## src/rtl/mem_access_unit_pkg.sv

```systemverilog
`default_nettype none
// ============================================================================
//  Module      : mem_access_unit_pkg
//  Description : Shared constants, FSM encoding and access-size helpers for
//                the memory access unit and its load extender.
//  Revision    : 1.0 - initial release
// ============================================================================
package mem_access_unit_pkg;

    localparam logic [2:0] c_F3_LB  = 3'b000;
    localparam logic [2:0] c_F3_LH  = 3'b001;
    localparam logic [2:0] c_F3_LW  = 3'b010;
    localparam logic [2:0] c_F3_LBU = 3'b100;
    localparam logic [2:0] c_F3_LHU = 3'b101;
    localparam logic [2:0] c_F3_SB  = 3'b000;
    localparam logic [2:0] c_F3_SH  = 3'b001;
    localparam logic [2:0] c_F3_SW  = 3'b010;

    localparam logic [1:0] c_MSIZE_BYTE = 2'd0;
    localparam logic [1:0] c_MSIZE_HALF = 2'd1;
    localparam logic [1:0] c_MSIZE_WORD = 2'd2;

    localparam logic c_READ    = 1'b0;
    localparam logic c_WRITE   = 1'b1;
    localparam logic c_DISABLE = 1'b0;
    localparam logic c_ENABLE  = 1'b1;

    typedef enum logic [2:0] {
        ST_IDLE  = 3'd0,
        ST_REQ   = 3'd1,
        ST_WAIT  = 3'd2,
        ST_DONE  = 3'd3,
        ST_DRAIN = 3'd4
    } mau_state_e;

    // Undefined funct3 encodings fall back to a word access.
    function automatic logic [1:0] access_size(input logic wr, input logic [2:0] funct3);
        logic [1:0] size;
        size = c_MSIZE_WORD;
        if (funct3 == c_F3_SB || (wr == c_READ && funct3 == c_F3_LBU)) begin
            size = c_MSIZE_BYTE;
        end else if (funct3 == c_F3_SH || (wr == c_READ && funct3 == c_F3_LHU)) begin
            size = c_MSIZE_HALF;
        end
        return size;
    endfunction

    function automatic logic is_misaligned(input logic [1:0] size, input logic [1:0] addr_lo);
        logic mis;
        mis = 1'b0;
        case (size)
            c_MSIZE_HALF: mis = addr_lo[0];
            c_MSIZE_WORD: mis = |addr_lo;
            default:      mis = 1'b0;
        endcase
        return mis;
    endfunction

endpackage
`default_nettype wire

```

## src/rtl/mem_access_unit_load_extend.sv

```systemverilog
`default_nettype none
// ============================================================================
//  Module      : load_extend
//  Description : Combinational RISC-V load data extension (LB/LH/LW/LBU/LHU).
//  Revision    : 1.0 - initial release
// ============================================================================
module load_extend
    import mem_access_unit_pkg::*;
#(
    parameter int XLEN = 32
) (
    input  logic [2:0]      i_funct3,
    input  logic [XLEN-1:0] i_raw,
    output logic [XLEN-1:0] o_result
);

    logic [XLEN-1:0] w_word;

    generate
        if (XLEN > 32) begin : g_word_sext
            assign w_word = {{(XLEN-32){i_raw[31]}}, i_raw[31:0]};
        end else begin : g_word_native
            assign w_word = i_raw;
        end
    endgenerate

    always_comb begin
        o_result = '0;
        case (i_funct3)
            c_F3_LB:  o_result = {{(XLEN-8){i_raw[7]}}, i_raw[7:0]};
            c_F3_LH:  o_result = {{(XLEN-16){i_raw[15]}}, i_raw[15:0]};
            c_F3_LW:  o_result = w_word;
            c_F3_LBU: o_result = {{(XLEN-8){1'b0}}, i_raw[7:0]};
            c_F3_LHU: o_result = {{(XLEN-16){1'b0}}, i_raw[15:0]};
            default:  o_result = '0;
        endcase
    end

endmodule
`default_nettype wire

```

## src/rtl/mem_access_unit.sv

```systemverilog
`default_nettype none
// ============================================================================
//  Module      : mem_access_unit
//  Description : MEM stage with request/grant/response handshake FSM,
//                misalignment detection, flush drain and global ready pause.
//  Revision    : 1.0 - initial release
// ============================================================================
module mem_access_unit
    import mem_access_unit_pkg::*;
#(
    parameter int XLEN       = 32,
    parameter int ADDR_W     = 32,
    parameter int REG_ADDR_W = 5
) (
    input  logic                  clk_in,
    input  logic                  rst_in,
    input  logic                  rdy_in,
    input  logic                  flush_i,
    input  logic                  valid_i,
    input  logic                  mem_en_i,
    input  logic                  wr_i,
    input  logic [2:0]            funct3_i,
    input  logic [ADDR_W-1:0]     addr_i,
    input  logic [XLEN-1:0]       store_data_i,
    input  logic [REG_ADDR_W-1:0] rd_addr_i,
    input  logic                  rd_we_i,
    input  logic [XLEN-1:0]       rd_data_i,
    input  logic [ADDR_W-1:0]     next_pc_i,
    output logic                  mreq_o,
    output logic                  mwr_o,
    output logic [ADDR_W-1:0]     maddr_o,
    output logic [1:0]            msize_o,
    output logic [XLEN-1:0]       mwdata_o,
    input  logic                  mgnt_i,
    input  logic                  mrvalid_i,
    input  logic [XLEN-1:0]       mrdata_i,
    output logic                  stall_req_o,
    output logic [XLEN-1:0]       rd_data_o,
    output logic [REG_ADDR_W-1:0] rd_addr_o,
    output logic                  rd_we_o,
    output logic [ADDR_W-1:0]     next_pc_o,
    output logic                  misalign_o
);

    mau_state_e        state_q,    state_d;
    logic [ADDR_W-1:0] maddr_q,    maddr_d;
    logic [1:0]        msize_q,    msize_d;
    logic              mwr_q,      mwr_d;
    logic [XLEN-1:0]   mwdata_q,   mwdata_d;
    logic [2:0]        funct3_q,   funct3_d;
    logic [XLEN-1:0]   ldata_q,    ldata_d;
    logic              misalign_q, misalign_d;

    logic [1:0]        w_size;
    logic              w_misaligned;
    logic              w_mem_op;
    logic              w_op_start;
    logic              w_pending;
    logic [XLEN-1:0]   w_load_result;

    assign w_size       = access_size(wr_i, funct3_i);
    assign w_misaligned = is_misaligned(w_size, addr_i[1:0]);
    assign w_mem_op     = valid_i & mem_en_i;
    assign w_op_start   = w_mem_op & ~flush_i;

    load_extend #(
        .XLEN (XLEN)
    ) u_load_extend (
        .i_funct3 (funct3_q),
        .i_raw    (ldata_q),
        .o_result (w_load_result)
    );

    always_comb begin
        state_d    = state_q;
        maddr_d    = maddr_q;
        msize_d    = msize_q;
        mwr_d      = mwr_q;
        mwdata_d   = mwdata_q;
        funct3_d   = funct3_q;
        ldata_d    = ldata_q;
        misalign_d = c_DISABLE;
        case (state_q)
            ST_IDLE: begin
                if (w_op_start) begin
                    if (w_misaligned) begin
                        misalign_d = c_ENABLE;
                    end else begin
                        state_d  = ST_REQ;
                        maddr_d  = addr_i;
                        msize_d  = w_size;
                        mwr_d    = wr_i;
                        mwdata_d = store_data_i;
                        funct3_d = funct3_i;
                    end
                end
            end
            ST_REQ: begin
                // A grant wins over a same-cycle flush: the op is already issued.
                if (mgnt_i) begin
                    if (mwr_q == c_WRITE) begin
                        state_d = ST_DONE;
                    end else if (flush_i) begin
                        state_d = ST_DRAIN;
                    end else begin
                        state_d = ST_WAIT;
                    end
                end else if (flush_i) begin
                    state_d = ST_IDLE;
                end
            end
            ST_WAIT: begin
                if (flush_i) begin
                    state_d = mrvalid_i ? ST_IDLE : ST_DRAIN;
                end else if (mrvalid_i) begin
                    ldata_d = mrdata_i;
                    state_d = ST_DONE;
                end
            end
            ST_DRAIN: begin
                if (mrvalid_i) begin
                    state_d = ST_IDLE;
                end
            end
            ST_DONE: begin
                state_d = ST_IDLE;
            end
            default: begin
                state_d = ST_IDLE;
            end
        endcase
    end

    always_ff @(posedge clk_in) begin
        if (rst_in) begin
            state_q    <= ST_IDLE;
            maddr_q    <= '0;
            msize_q    <= c_MSIZE_BYTE;
            mwr_q      <= c_READ;
            mwdata_q   <= '0;
            funct3_q   <= '0;
            ldata_q    <= '0;
            misalign_q <= c_DISABLE;
        end else if (rdy_in) begin
            state_q    <= state_d;
            maddr_q    <= maddr_d;
            msize_q    <= msize_d;
            mwr_q      <= mwr_d;
            mwdata_q   <= mwdata_d;
            funct3_q   <= funct3_d;
            ldata_q    <= ldata_d;
            misalign_q <= misalign_d;
        end
    end

    always_comb begin
        mreq_o     = (state_q == ST_REQ);
        mwr_o      = mwr_q;
        maddr_o    = maddr_q;
        msize_o    = msize_q;
        mwdata_o   = mwdata_q;
        misalign_o = misalign_q;
        next_pc_o  = next_pc_i;
        rd_addr_o  = rd_addr_i;

        case (state_q)
            ST_IDLE:         w_pending = w_mem_op & ~w_misaligned;
            ST_REQ, ST_WAIT: w_pending = 1'b1;
            default:         w_pending = 1'b0;
        endcase
        stall_req_o = w_pending & ~rst_in;

        // EX/MEM still holds the op in DONE, so rd_addr/rd_we come straight through.
        if (state_q == ST_DONE) begin
            rd_data_o = (mwr_q == c_WRITE) ? '0 : w_load_result;
            rd_we_o   = rd_we_i;
        end else if (w_mem_op) begin
            rd_data_o = rd_data_i;
            rd_we_o   = c_DISABLE;
        end else begin
            rd_data_o = rd_data_i;
            rd_we_o   = rd_we_i & valid_i;
        end
        if (rst_in) begin
            rd_we_o = c_DISABLE;
        end
    end

endmodule
`default_nettype wire

```

## config.mk

```make
export PLATFORM = sky130hd
export DESIGN_NAME = mem_access_unit
export DESIGN_NICKNAME = d
export VERILOG_FILES = /design/src/rtl/mem_access_unit_pkg.sv /design/src/rtl/mem_access_unit_load_extend.sv /design/src/rtl/mem_access_unit.sv
export SDC_FILE = /design/constraint.sdc
export NUM_CORES = 1
export LEC_CHECK = 0
export ABC_AREA = 1
export BUFFER_PORTS_ARGS = -buffer_cell sky130_fd_sc_hd__buf_2
export CORE_AREA = 3 3 123 125
export CTS_BUF_LIST = sky130_fd_sc_hd__clkbuf_4
export CTS_CLUSTER_DIAMETER = 40
export DETAILED_ROUTE_END_ITERATION = 8
export DIE_AREA = 0 0 126 128
export PLACE_DENSITY = 0.63
export SYNTH_ARGS = -nofsm -noshare
export SYNTH_HDL_FRONTEND = slang
export SYNTH_SLANG_ARGS = --single-unit
```

## constraint.sdc

```tcl
create_clock -name clk_in -period 1.8 [get_ports clk_in]
set_input_delay 0.09 -clock clk_in [delete_from_list [all_inputs] [get_ports clk_in]]
set_output_delay 0.09 -clock clk_in [all_outputs]
set_load 0.03 [all_outputs]
```

==> results.yml <==
placed_design:
  dp.cells: 1037
  gp_congestion: 0.761
  place_ws_ns: 0.169
  place_hpwl_um: 10500
  port_buffers: 243
floorplan:
  rows: 43
  start_util: 0.342
  io-pin-count: 318
  die-area_um2: 16100
  die_w_um: 126
  coreArea_um2: 14000
  die_y_um: 128
worst_setup_path:
  crit_type: "reg2out"
  critPathMaxFanout: 7
  start_kind: "flop"
  worstPathArrival_ns: 1.92
  cp.required_ns: 1.71
  crit_path_end_kind: "output port"
logic_synthesis:
  ys_types: 24
  async_flop_share: 0
  synth-main-ff-cell: "dfxtp_1"
  synth-seq-cells: 106
  synth_nets: 853
  post-synth-top-count-cell: "nor2_1"
  yosysSeqAreaShare: 0.444
  avgSynthCellArea_um2: 7.08
  synth.area.top_cells: "dfxtp_1 (44%), nor2_1 (16%), o21ai_0 (8.9%)"
  syn-cell-area_um2: 4780
  yosys.area.top_type: "dfxtp_1"
  synth_commonest_cells: "nor2_1 (201), dfxtp_1 (106), o21ai_0 (85)"
  synth-edff-count: 0
  synth_warnings: 0
  yosysTopAreaCellShare: 0.444
  synth_cells: 675
timing:
  post-route-period-util: 1.12
  fmax_mhz: 497
  rsz0062_at_grt: "true"
  fin_skew_ns: 0.0187
  finalHoldViolCount: 0
  finalSetupTns_ns: -5.98
  finalCriticalPeriod_ns: 2.01
  final_max_slew_viol_count: 0
  setup_violations: 33
  finalWorstSetupSlack_ns: -0.212
  slew_headroom: 0.782
  worstMarginPinSlew_ns: 0.326
routing:
  dr.pass1.iters: 5
  post_drt_wl_per_cell_um: 15.7
  drt_iter0_drc: 258
  drc: 0
  wl_um: 18700
  drtAntennaViolNets: 0
  viasPerCell: 4.79
  vias: 5695
finish:
  drive_above_1_share: 0.380
  multi_input_comb_area_um2: 2480
  final_cells: 1189
  final_nets: 1182
  seqCellArea_um2: 2140
  area_growth_pct: 75.3
  diodes: 0
  fill_cells: 1181
worst_hold_path:
  hold_class: "in2reg"
global_routing:
  antenna_found_initial: 0
  first_global_vias: 5553
  grt_start_max_net_pins: 66
  track_usage: 0.202
  grt_pass1_wl_um: 26500
  overflow: 0
cts:
  clk_pin_slew_worst_paths_ns: 0.17
  insertion_delay_ns: 0.48
  clock_path_buffers: 2
  cts_max_level: 3
  cts_tree: "yes"
  clockRootBuffer: "clkbuf_4"
  clock_sinks: 106
  numCtsBuffers: 9
pwr:
  p_per_area_nw_per_um2: 582
  p_total_mw: 4.88
  leakage_nw: 3.84
  peakVddDrop_mv: 0.336
run_status:
  failed_checks: "negative setup slack"
  status: "complete, but fails checks"
job:
  maxCapViolCount: 0
## final cells by class
type                       count  area share
inverter                      63      0.0297
sequential                   106       0.255
clock buffer                  10     0.00896
clock inverter                 6     0.00597
multi-input combinational    428       0.296
tap                          180      0.0269
timing repair buffer         396       0.377
## logic make-up after synthesis
logic type | after synthesis | synth area share
compound gates | 173 | 0.190
buf+inv | 141 | 0.152
flops | 106 | 0.444
simple gates | 255 | 0.214
## power by group
group          internal [mW]  switching (mW)  total, mW
Clock                  0.318           0.852       1.17
Sequential              2.40          0.0348       2.44
Combinational          0.624           0.649       1.27
Total                   3.35            1.54       4.88
## flip-flops by register name, indices dropped and copies added (netlist names)
| signal | cells |
|---|---|
| ldata_q | 32 |
| mwdata_o | 32 |
| funct3_q | 3 |
| misalign_o | 1 |
| msize_o | 2 |
| state_q | 3 |
| maddr_o | 32 |
| mwr_o | 1 |
## per-stage QoR
step | utilization | hold WS, ns | instance area (um^2)
6_report | 0.599 | 0.0403 | 8380
3_5_place_dp | 0.424 | 0.180 | 5930
5_1_grt | 0.599 | 0.0573 | 8380
2_1_floorplan | - | 0.159 | 4780
3_3_place_gp | 0.424 | 0.180 | 5930
4_1_cts | 0.542 | 0.0680 | 7580
## cell usage in the layout (no fill, tap or decap), types with 20 or more instances in the layout
| cell | Yosys | routed |
|---|---|---|
| o22ai_4 | 0 | 26 |
| buf_6 | 6 | 38 |
| o21ai_0 | 85 | 81 |
| nand2_1 | 31 | 31 |
| buf_2 | 6 | 208 |
| buf_4 | 37 | 21 |
| nor2_1 | 201 | 199 |
| inv_1 | 60 | 55 |
| dfxtp_1 | 106 | 99 |
| o21ai_1 | 18 | 20 |
| dlygate4sd3_1 | 0 | 106 |
## path summary, 6_finish.rpt
| kind | start | end | slack, ns | cells past startpoint |
|---|---|---|---|---|
| max | state_q[0] | rd_data_o[1] | -0.21 | 7 |
| min | mrvalid_i | state_q[2] | 0.04 | 6 |
| max reg2reg | state_q[0] | misalign_o | 0.01 | 7 |
| min reg2reg | ldata_q[6] | ldata_q[6] | 0.46 | 2 |
## routing by layer
| layer | vias up | track usage | share of wire |
|---|---|---|---|
| met5 | - | 0 | 0 |
| met4 | 0 | 0.0915 | 0.032 |
| met3 | 53 | 0.0521 | 0.070 |
| met2 | 242 | 0.364 | 0.51 |
| met1 | 2604 | 0.222 | 0.39 |
| li1 | 2796 | - | - |
## repair_timing
item | CTS | global route
hold endpoints to repair | 105 | 0
hold buffers | 107 | 0
buffers inserted | 12 | 12
setup endpoints to repair | 34 | 78
gates resized for setup | 88 | 129
pin swaps | 4 | 30
gates cloned | 4 | 3
## worst max-delay path, stage by stage (launching register included)
cell and delay (ns):
dfxtp_4 0.40, inv_4 0.04, nor3_4 0.18, nand3b_1 0.19
buf_6 0.19, clkbuf_16 0.17, o22ai_4 0.12, buf_6 0.15
(Power assumes the default switching activity.)
